### src/rtl/nn_rnn_bptt_history_lifo.sv
// rtl/nn_rnn_bptt_history_lifo.sv - BPTT forward-history LIFO: records z/zp window counts, replays them newest-first as bitstreams
module nn_rnn_bptt_history_lifo #(
    parameter int              W     = 8,
    parameter int              DEPTH = 16,
    parameter int              PTR_W = 4,
    parameter logic [W-1:0]    DECOR = W'(8'hA5)
) (
    input  logic             CLK,
    input  logic             INIT,
    input  logic             CLEAR,
    input  logic             MODE,
    input  logic             STEP,
    input  logic             z_in,
    input  logic             zp_in,
    output logic             z_out,
    output logic             zp_out,
    output logic             BUSY,
    output logic             STEP_DONE,
    output logic [PTR_W:0]   COUNT,
    output logic             EMPTY,
    output logic             FULL,
    output logic             OVF
);

    typedef enum logic [1:0] {
        S_IDLE   = 2'd0,
        S_REC    = 2'd1,
        S_REPLAY = 2'd2
    } state_t;

    state_t           state;
    state_t           state_nxt;
    logic [W-1:0]     cyc;
    logic [W:0]       cz;
    logic [W:0]       czp;
    logic [W:0]       rz;
    logic [W:0]       rzp;
    logic [PTR_W:0]   ptr;
    logic             ovf;
    logic             done_q;
    logic [2*W+1:0]   mem [DEPTH];

    logic             last_cyc;
    logic             push_ok;
    logic             pop_ok;
    logic [W:0]       cz_nxt;
    logic [W:0]       czp_nxt;
    logic [W-1:0]     brev;
    logic [PTR_W-1:0] rd_idx;

    // Bit-reversed window index spreads replayed ones evenly across the window
    function automatic logic [W-1:0] bitrev(input logic [W-1:0] v);
        logic [W-1:0] r;
        for (int i = 0; i < W; i++) begin
            r[i] = v[W-1-i];
        end
        return r;
    endfunction

    assign last_cyc = (cyc == {W{1'b1}});
    assign push_ok  = STEP && !MODE && !FULL;
    assign pop_ok   = STEP && MODE && !EMPTY;
    assign cz_nxt   = cz + (W+1)'(z_in);
    assign czp_nxt  = czp + (W+1)'(zp_in);
    assign brev     = bitrev(cyc);
    assign rd_idx   = ptr[PTR_W-1:0] - PTR_W'(1);

    assign BUSY      = (state != S_IDLE);
    assign STEP_DONE = done_q;
    assign COUNT     = ptr;
    assign EMPTY     = (ptr == '0);
    assign FULL      = (ptr == (PTR_W+1)'(DEPTH));
    assign OVF       = ovf;

    // Next-state decode and replay bitstream generation
    always_comb begin
        state_nxt = state;
        z_out     = 1'b0;
        zp_out    = 1'b0;
        case (state)
            S_IDLE: begin
                if (push_ok) begin
                    state_nxt = S_REC;
                end else if (pop_ok) begin
                    state_nxt = S_REPLAY;
                end
            end
            S_REC: begin
                if (last_cyc) begin
                    state_nxt = S_IDLE;
                end
            end
            S_REPLAY: begin
                z_out  = ({1'b0, brev} < rz);
                zp_out = ({1'b0, brev ^ DECOR} < rzp);
                if (last_cyc) begin
                    state_nxt = S_IDLE;
                end
            end
            default: state_nxt = S_IDLE;
        endcase
    end

    // State register, window counters, LIFO pointer and sticky overflow flag
    always_ff @(posedge CLK or negedge INIT) begin
        if (!INIT) begin
            state  <= S_IDLE;
            cyc    <= '0;
            cz     <= '0;
            czp    <= '0;
            rz     <= '0;
            rzp    <= '0;
            ptr    <= '0;
            ovf    <= 1'b0;
            done_q <= 1'b0;
        end else begin
            state  <= state_nxt;
            done_q <= 1'b0;
            case (state)
                S_IDLE: begin
                    if (STEP) begin
                        if (push_ok) begin
                            cz  <= '0;
                            czp <= '0;
                            cyc <= '0;
                        end else if (pop_ok) begin
                            rz  <= mem[rd_idx][2*W+1:W+1];
                            rzp <= mem[rd_idx][W:0];
                            ptr <= ptr - (PTR_W+1)'(1);
                            cyc <= '0;
                        end else begin
                            ovf <= 1'b1;
                        end
                    end else if (CLEAR) begin
                        ptr <= '0;
                        ovf <= 1'b0;
                    end
                end
                S_REC: begin
                    cz  <= cz_nxt;
                    czp <= czp_nxt;
                    cyc <= cyc + W'(1);
                    if (last_cyc) begin
                        ptr    <= ptr + (PTR_W+1)'(1);
                        done_q <= 1'b1;
                    end
                end
                S_REPLAY: begin
                    cyc <= cyc + W'(1);
                    if (last_cyc) begin
                        done_q <= 1'b1;
                    end
                end
                default: ;
            endcase
        end
    end

    // History storage; counts include the final sample of the window
    always_ff @(posedge CLK) begin
        if (state == S_REC && last_cyc) begin
            mem[ptr[PTR_W-1:0]] <= {cz_nxt, czp_nxt};
        end
    end

endmodule
### config.mk
export PLATFORM = sky130hd
export DESIGN_NAME = nn_rnn_bptt_history_lifo
export DESIGN_NICKNAME = d
export VERILOG_FILES = /design/src/rtl/nn_rnn_bptt_history_lifo.sv
export SDC_FILE = /design/constraint.sdc
export NUM_CORES = 1
export LEC_CHECK = 0
export CAP_MARGIN = 20
export CORE_UTILIZATION = 56
export DETAILED_ROUTE_END_ITERATION = 8
export GPL_ROUTABILITY_DRIVEN = 0
export HOLD_SLACK_MARGIN = 0.12
export PLACE_DENSITY = 0.72
export RECOVER_POWER = 50
export SYNTH_ARGS = -nofsm -noshare
export SYNTH_HDL_FRONTEND = slang
export SYNTH_SLANG_ARGS = --single-unit
### constraint.sdc
create_clock -name CLK -period 7.5 [get_ports CLK]
set_clock_uncertainty 0.15 [all_clocks]
set_input_delay 1.5 -clock CLK [delete_from_list [all_inputs] [get_ports CLK]]
set_output_delay 1.5 -clock CLK [all_outputs]
set_load 0.02 [all_outputs]
=== After elaboration in Yosys (flattened, before gate mapping) ===
Memories as Yosys holds them, arrays and structs flattened. A register that Yosys moved wholly into a read port is not among the register bits.
Index checks and enable logic that the tools add are counted.

* Register bits after elaboration: 35
* Memory bits (writable): 288
* Bits of input ports: 7
* Output and inout port bits: 12
* Memories kept: 1

* $add $sub $neg: 6
* $lt $le $gt $ge: 2
* Equality and inequality tests: 14
* Multiplexer cells: 28
* Bitwise logic cells: 2
* Reductions and logical operators: 22

{| class="wikitable"
|+ Memories
! memory !! depth !! width !! rd ports !! clocked after Yosys merged registers in !! write ports !! RTL line !! source
|-
| mem || 16 || 18 || 1 || 1 || 1 || 41 || <nowiki>logic [2*W+1:0] mem [DEPTH];</nowiki>
|}

{| class="wikitable"
|+ Operator list
! cell !! count
|-
| $pmux 9 s2 || 2
|-
| $mux 5 || 5
|-
| $mux 8 || 3
|-
| $add 9x1->9 || 2
|-
| $lt 8x9->1 || 2
|-
| $mux 9 || 2
|-
| $pmux 8 s2 || 1
|-
| $ne 3x3->1 const B || 4
|-
| $mux 1 || 10
|-
| $ne 2x2->1 const B || 5
|-
| $pmux 5 s2 || 1
|-
| $add 8x1->8 const B || 1
|-
| $eq 8x8->1 const B || 1
|-
| $reduce_and 4->1 || 2
|-
| $reduce_bool 2->1 || 4
|-
| $mux 2 || 3
|-
| $reduce_and 3->1 || 2
|-
| $add 5x1->5 const B || 1
|-
| $eq 5x5->1 const B || 1
|-
| $logic_and 1x1->1 || 5
|-
| $logic_not 5->1 || 1
|-
| $reduce_and 5->1 || 1
|-
| $sub 5x1->5 const B || 1
|-
| $logic_not 1->1 || 4
|-
| other kinds (10) || 10
|}

=== Depth between registers and ports, before layout ===
* Depth after elaboration: 7
* Depth in mapped cells: 11

=== Worst setup path after synthesis ===
No wires, ideal clock.

* Kind: register to output
* Start: register cyc[6]
* End: output port zp_out
* Data arrival time: 1.944 ns
* Required time: 5.850 ns
* Path slack: 3.906 ns
* Cell stages (with the launch flop): 7
* Path buffers: 0
* Path through: dfrtp_1 ha_1 a21boi_0 o21a_1 o2111ai_1 a21boi_0 o41ai_1

* Longest elaborated chain between the ends: 2

{| class="wikitable"
|+ RTL lines
! item !! RTL line !! source
|-
| start: declaration || 33 || <nowiki>logic [W-1:0] cyc;</nowiki>
|-
| start signal: assignment || 142 || <nowiki>cyc <= cyc + W'(1);</nowiki>
|-
| start signal: assignment || 149 || <nowiki>cyc <= cyc + W'(1);</nowiki>
|-
| $lt 8x9->1 || 95 || <nowiki>zp_out = ({1'b0, brev ^ DECOR} < rzp);</nowiki>
|-
| $mux 1 || 80 || <nowiki>case (state)</nowiki>
|-
| end: declaration || 16 || <nowiki>output logic zp_out,</nowiki>
|}

Every way passes these cells.

=== Final worst setup path ===
Same ends and word-level chain as after synthesis.

==> impl_metrics.ini <==
[layout]
utilization_pct = 65.04
area_delta_synth_final_pct = 12.66
layout-drive-gt1-share_pct = 20.93
fin_nets = 847
antenna-diode-count = 0
fin_cells = 1165

[grt]
grt.overflow.total = 0
grt_pass1_vias = 7547
grt_max_degree = 54
grt_pass1_wl_mm = 45.63
antenna_found_initial = 0
grt_usage_pct = 24.17

[pwr]
seq_power_share_pct = 40.7
leakage_uw = 0.005757
cell_internal_pwr_uw = 3886
p_clk_share_pct = 32.1
power_frac_comb_pct = 27.2
p_sw_share_pct = 30.66
power_density_nw_per_um2 = 351.2
p_switching_uw = 1718
ir_worst_vdd_uv = 285.3

[sta]
fin_crit_sh_pct = 61.58
min_period_ns = 4.619
holdWs_ns = 0.3483
rsz0062_at_grt = false
final_max_slew_viol_count = 146
setup_slack_ns = 2.881
tightest_slew_ns = 3.108
fmax_ghz = 0.2165
setup_violations = 0
tns_ns = 0
relSlewSlack_pct = -107.2
hold_viol = 0

[yosys]
synth-simple-area-share_pct = 4.019
ys_seq_area_share_pct = 70.42
async_flop_share_pct = 15.54
synth_xor_area_share_pct = 1.122
synth.area.mux_share_pct = 13.99
ys.warnings.count = 0
dominantRegCellSynth = edfxtp_1
synth-compound-area-share_pct = 5.636
synthAdderAreaFrac_pct = 2.385
synth_fp_nets = 797
syn_area_um2 = 14160
synth_cells = 763
synth_edf_count = 288
yosysUniqueCellTypes = 52
ys_ff_latch = 341
synth_area_per_cell_um2 = 18.56
synth_top_family_by_area = multiplexers

[critical_path]
rr_startpoint = cyc[1]
worstPathRequired_ns = 5.85
cp_slowest_cell = clkdlybuf4s50_1
critPathMaxStageDelay_ns = 0.71
critPathLaunch = cyc[6]
crit_fanout = 6
arrival_ns = 2.97
path_class = reg2out
end_kind = primary output
worst_path_most_repeated_cell = a21boi_0
start_kind = flip-flop
crit_chain = ha_1 -> a21boi_0 -> o21a_1 -> o2111ai_1 -> a21boi_0 -> o41ai_1 -> clkdlybuf4s50_1

[clocking]
cts_tree = built
path_clk_slew_ns = 0.06
clk_latency_ns = 0.51
cts_setup_buffers = 0
cts-root-buf = clkbuf_16
cts_made_buffers = 36
clkSinkCount = 341
cts_max_level = 2
clk_path_buf_depth = 3
holdBufCountCts = 0
cts_resized = 0

[route]
dr.pass1.iters = 5
drc = 0
routed_wirelength_mm = 30.01
drt_iter0_markers = 623
wl_per_cell_um = 25.76
viasPerCell = 6.245
dr_total_vias = 7275
ant_nets = 0

[floorplan]
die_height_um = 161.0
io_pins = 19
dieArea_um2 = 25930
dieWidth_um = 161.0
rows = 57
core_area_um2 = 24530
start_util_pct = 57.74

[place]
preCtsSetupSlack_ns = 3.061
hpwlAfterDp_mm = 17.16
numPortBuffers = 18
place_inst = 1087

[run_status]
violations = capacitance limit, slew limit
outcome = finished with violations

[flow_run]
max_cap_viol_count = 6

[hold_path]
hp-class = reg2reg
min-delay-start = rz[7]
[registers in the layout (all words and copies together), names as in the netlist]
signal     flops
state          2
OVF            1
rzp            9
cyc            8
rz             9
czp            9
cz             9
mem          288
STEP_DONE      1
COUNT          5
[per-stage QoR]
step,cell area [µm²],power (µW)
floorplan,14160,3463
global placement,14690,3822
detailed placement,14700,3846
CTS,15920,5635
global route,15960,5826
finish,15960,5604
[worst max-delay path, delay by kind of cell (launching register included)]
kind | cells | cell delay (ns)
compound gates | 5 | 1.01
buf+inv | 1 | 0.71
flops | 1 | 0.44
fa+ha+maj | 1 | 0.31
[cell families after synthesis]
logic type / Yosys count
muxes: 108
xor gates and xnor gates: 16
adders and majority gates: 27
and+or+nand+nor: 114
buffers and inverters: 62
AOI/OAI and AO/OA: 95
DFF: 341
[metal layers]
metal | vias to the layer above | global-route usage [%] | part of all wire (%)
li1 | 3164 | - | -
met1 | 3790 | 32.66 | 41
met2 | 257 | 40.30 | 50
met3 | 64 | 4.160 | 6.4
met4 | 0 | 8.019 | 2.7
met5 | - | 0 | 0
[cells in the mapped netlist, drive strengths merged, types with 9 or more instances]
| master | number | area (µm²) |
|---|---|---|
| edfxtp | 288 | 8648 |
| a22o | 23 | 201.4 |
| buf | 27 | 212.7 |
| nand3 | 14 | 70.07 |
| o21ai | 14 | 73.82 |
| dfrtp | 53 | 1326 |
| mux4 | 72 | 1622 |
| ha | 27 | 337.8 |
| nand2b | 9 | 56.30 |
| nor2 | 27 | 101.4 |
| and3 | 9 | 56.30 |
| mux2i | 36 | 360.4 |
| inv | 27 | 101.4 |
| o221ai | 18 | 220.2 |
| nand2 | 39 | 146.4 |
[area by class of cell]
type	count	area, µm²
sequential	341	9978
fill	1707	8576
multi-input combinational	360	3882
clock buffer	52	1054
tap	324	405.4
timing repair buffer	47	367.9
clock inverter	14	168.9
inverter	27	101.3
[final timing paths]
check,endpoint,slack (ns),cells past startpoint
min in group asynchronous,COUNT[0],1.95,2
max in group asynchronous,COUNT[0],3.09,2
worst min-delay path,rz[7],0.35,2
worst max register to register,mem[0][13],3.55,6
worst min register to register,rz[7],0.35,2
worst max-delay path,zp_out,2.88,7
[power by group through the flow]
stage | logic, µW | registers (µW) | clock network, µW
floorplan | 1210 | 2260 | 0
global placement | 1510 | 2320 | 0
detailed placement | 1520 | 2320 | 0
CTS | 1530 | 2280 | 1820
global route | 1640 | 2300 | 1890
finish | 1530 | 2280 | 1800
[cell usage in the layout, fill, tap and decap left out, drive strengths merged, types with 4 or more instances in the layout]
master and count:
edfxtp 288, mux4 72, clkbuf 64, dfrtp 53
nand2 39, mux2i 36, inv 28, ha 27
nor2 27, a22o 23, buf 18, o221ai 18
nand3 14, clkdlybuf4s50 14, o21ai 14, and3 9
nand2b 9, xor2 8, a21o 8, a21oi 8
xnor2 8, clkinv 8, a211oi 4, nor3 4
(Power assumes the default switching activity.)
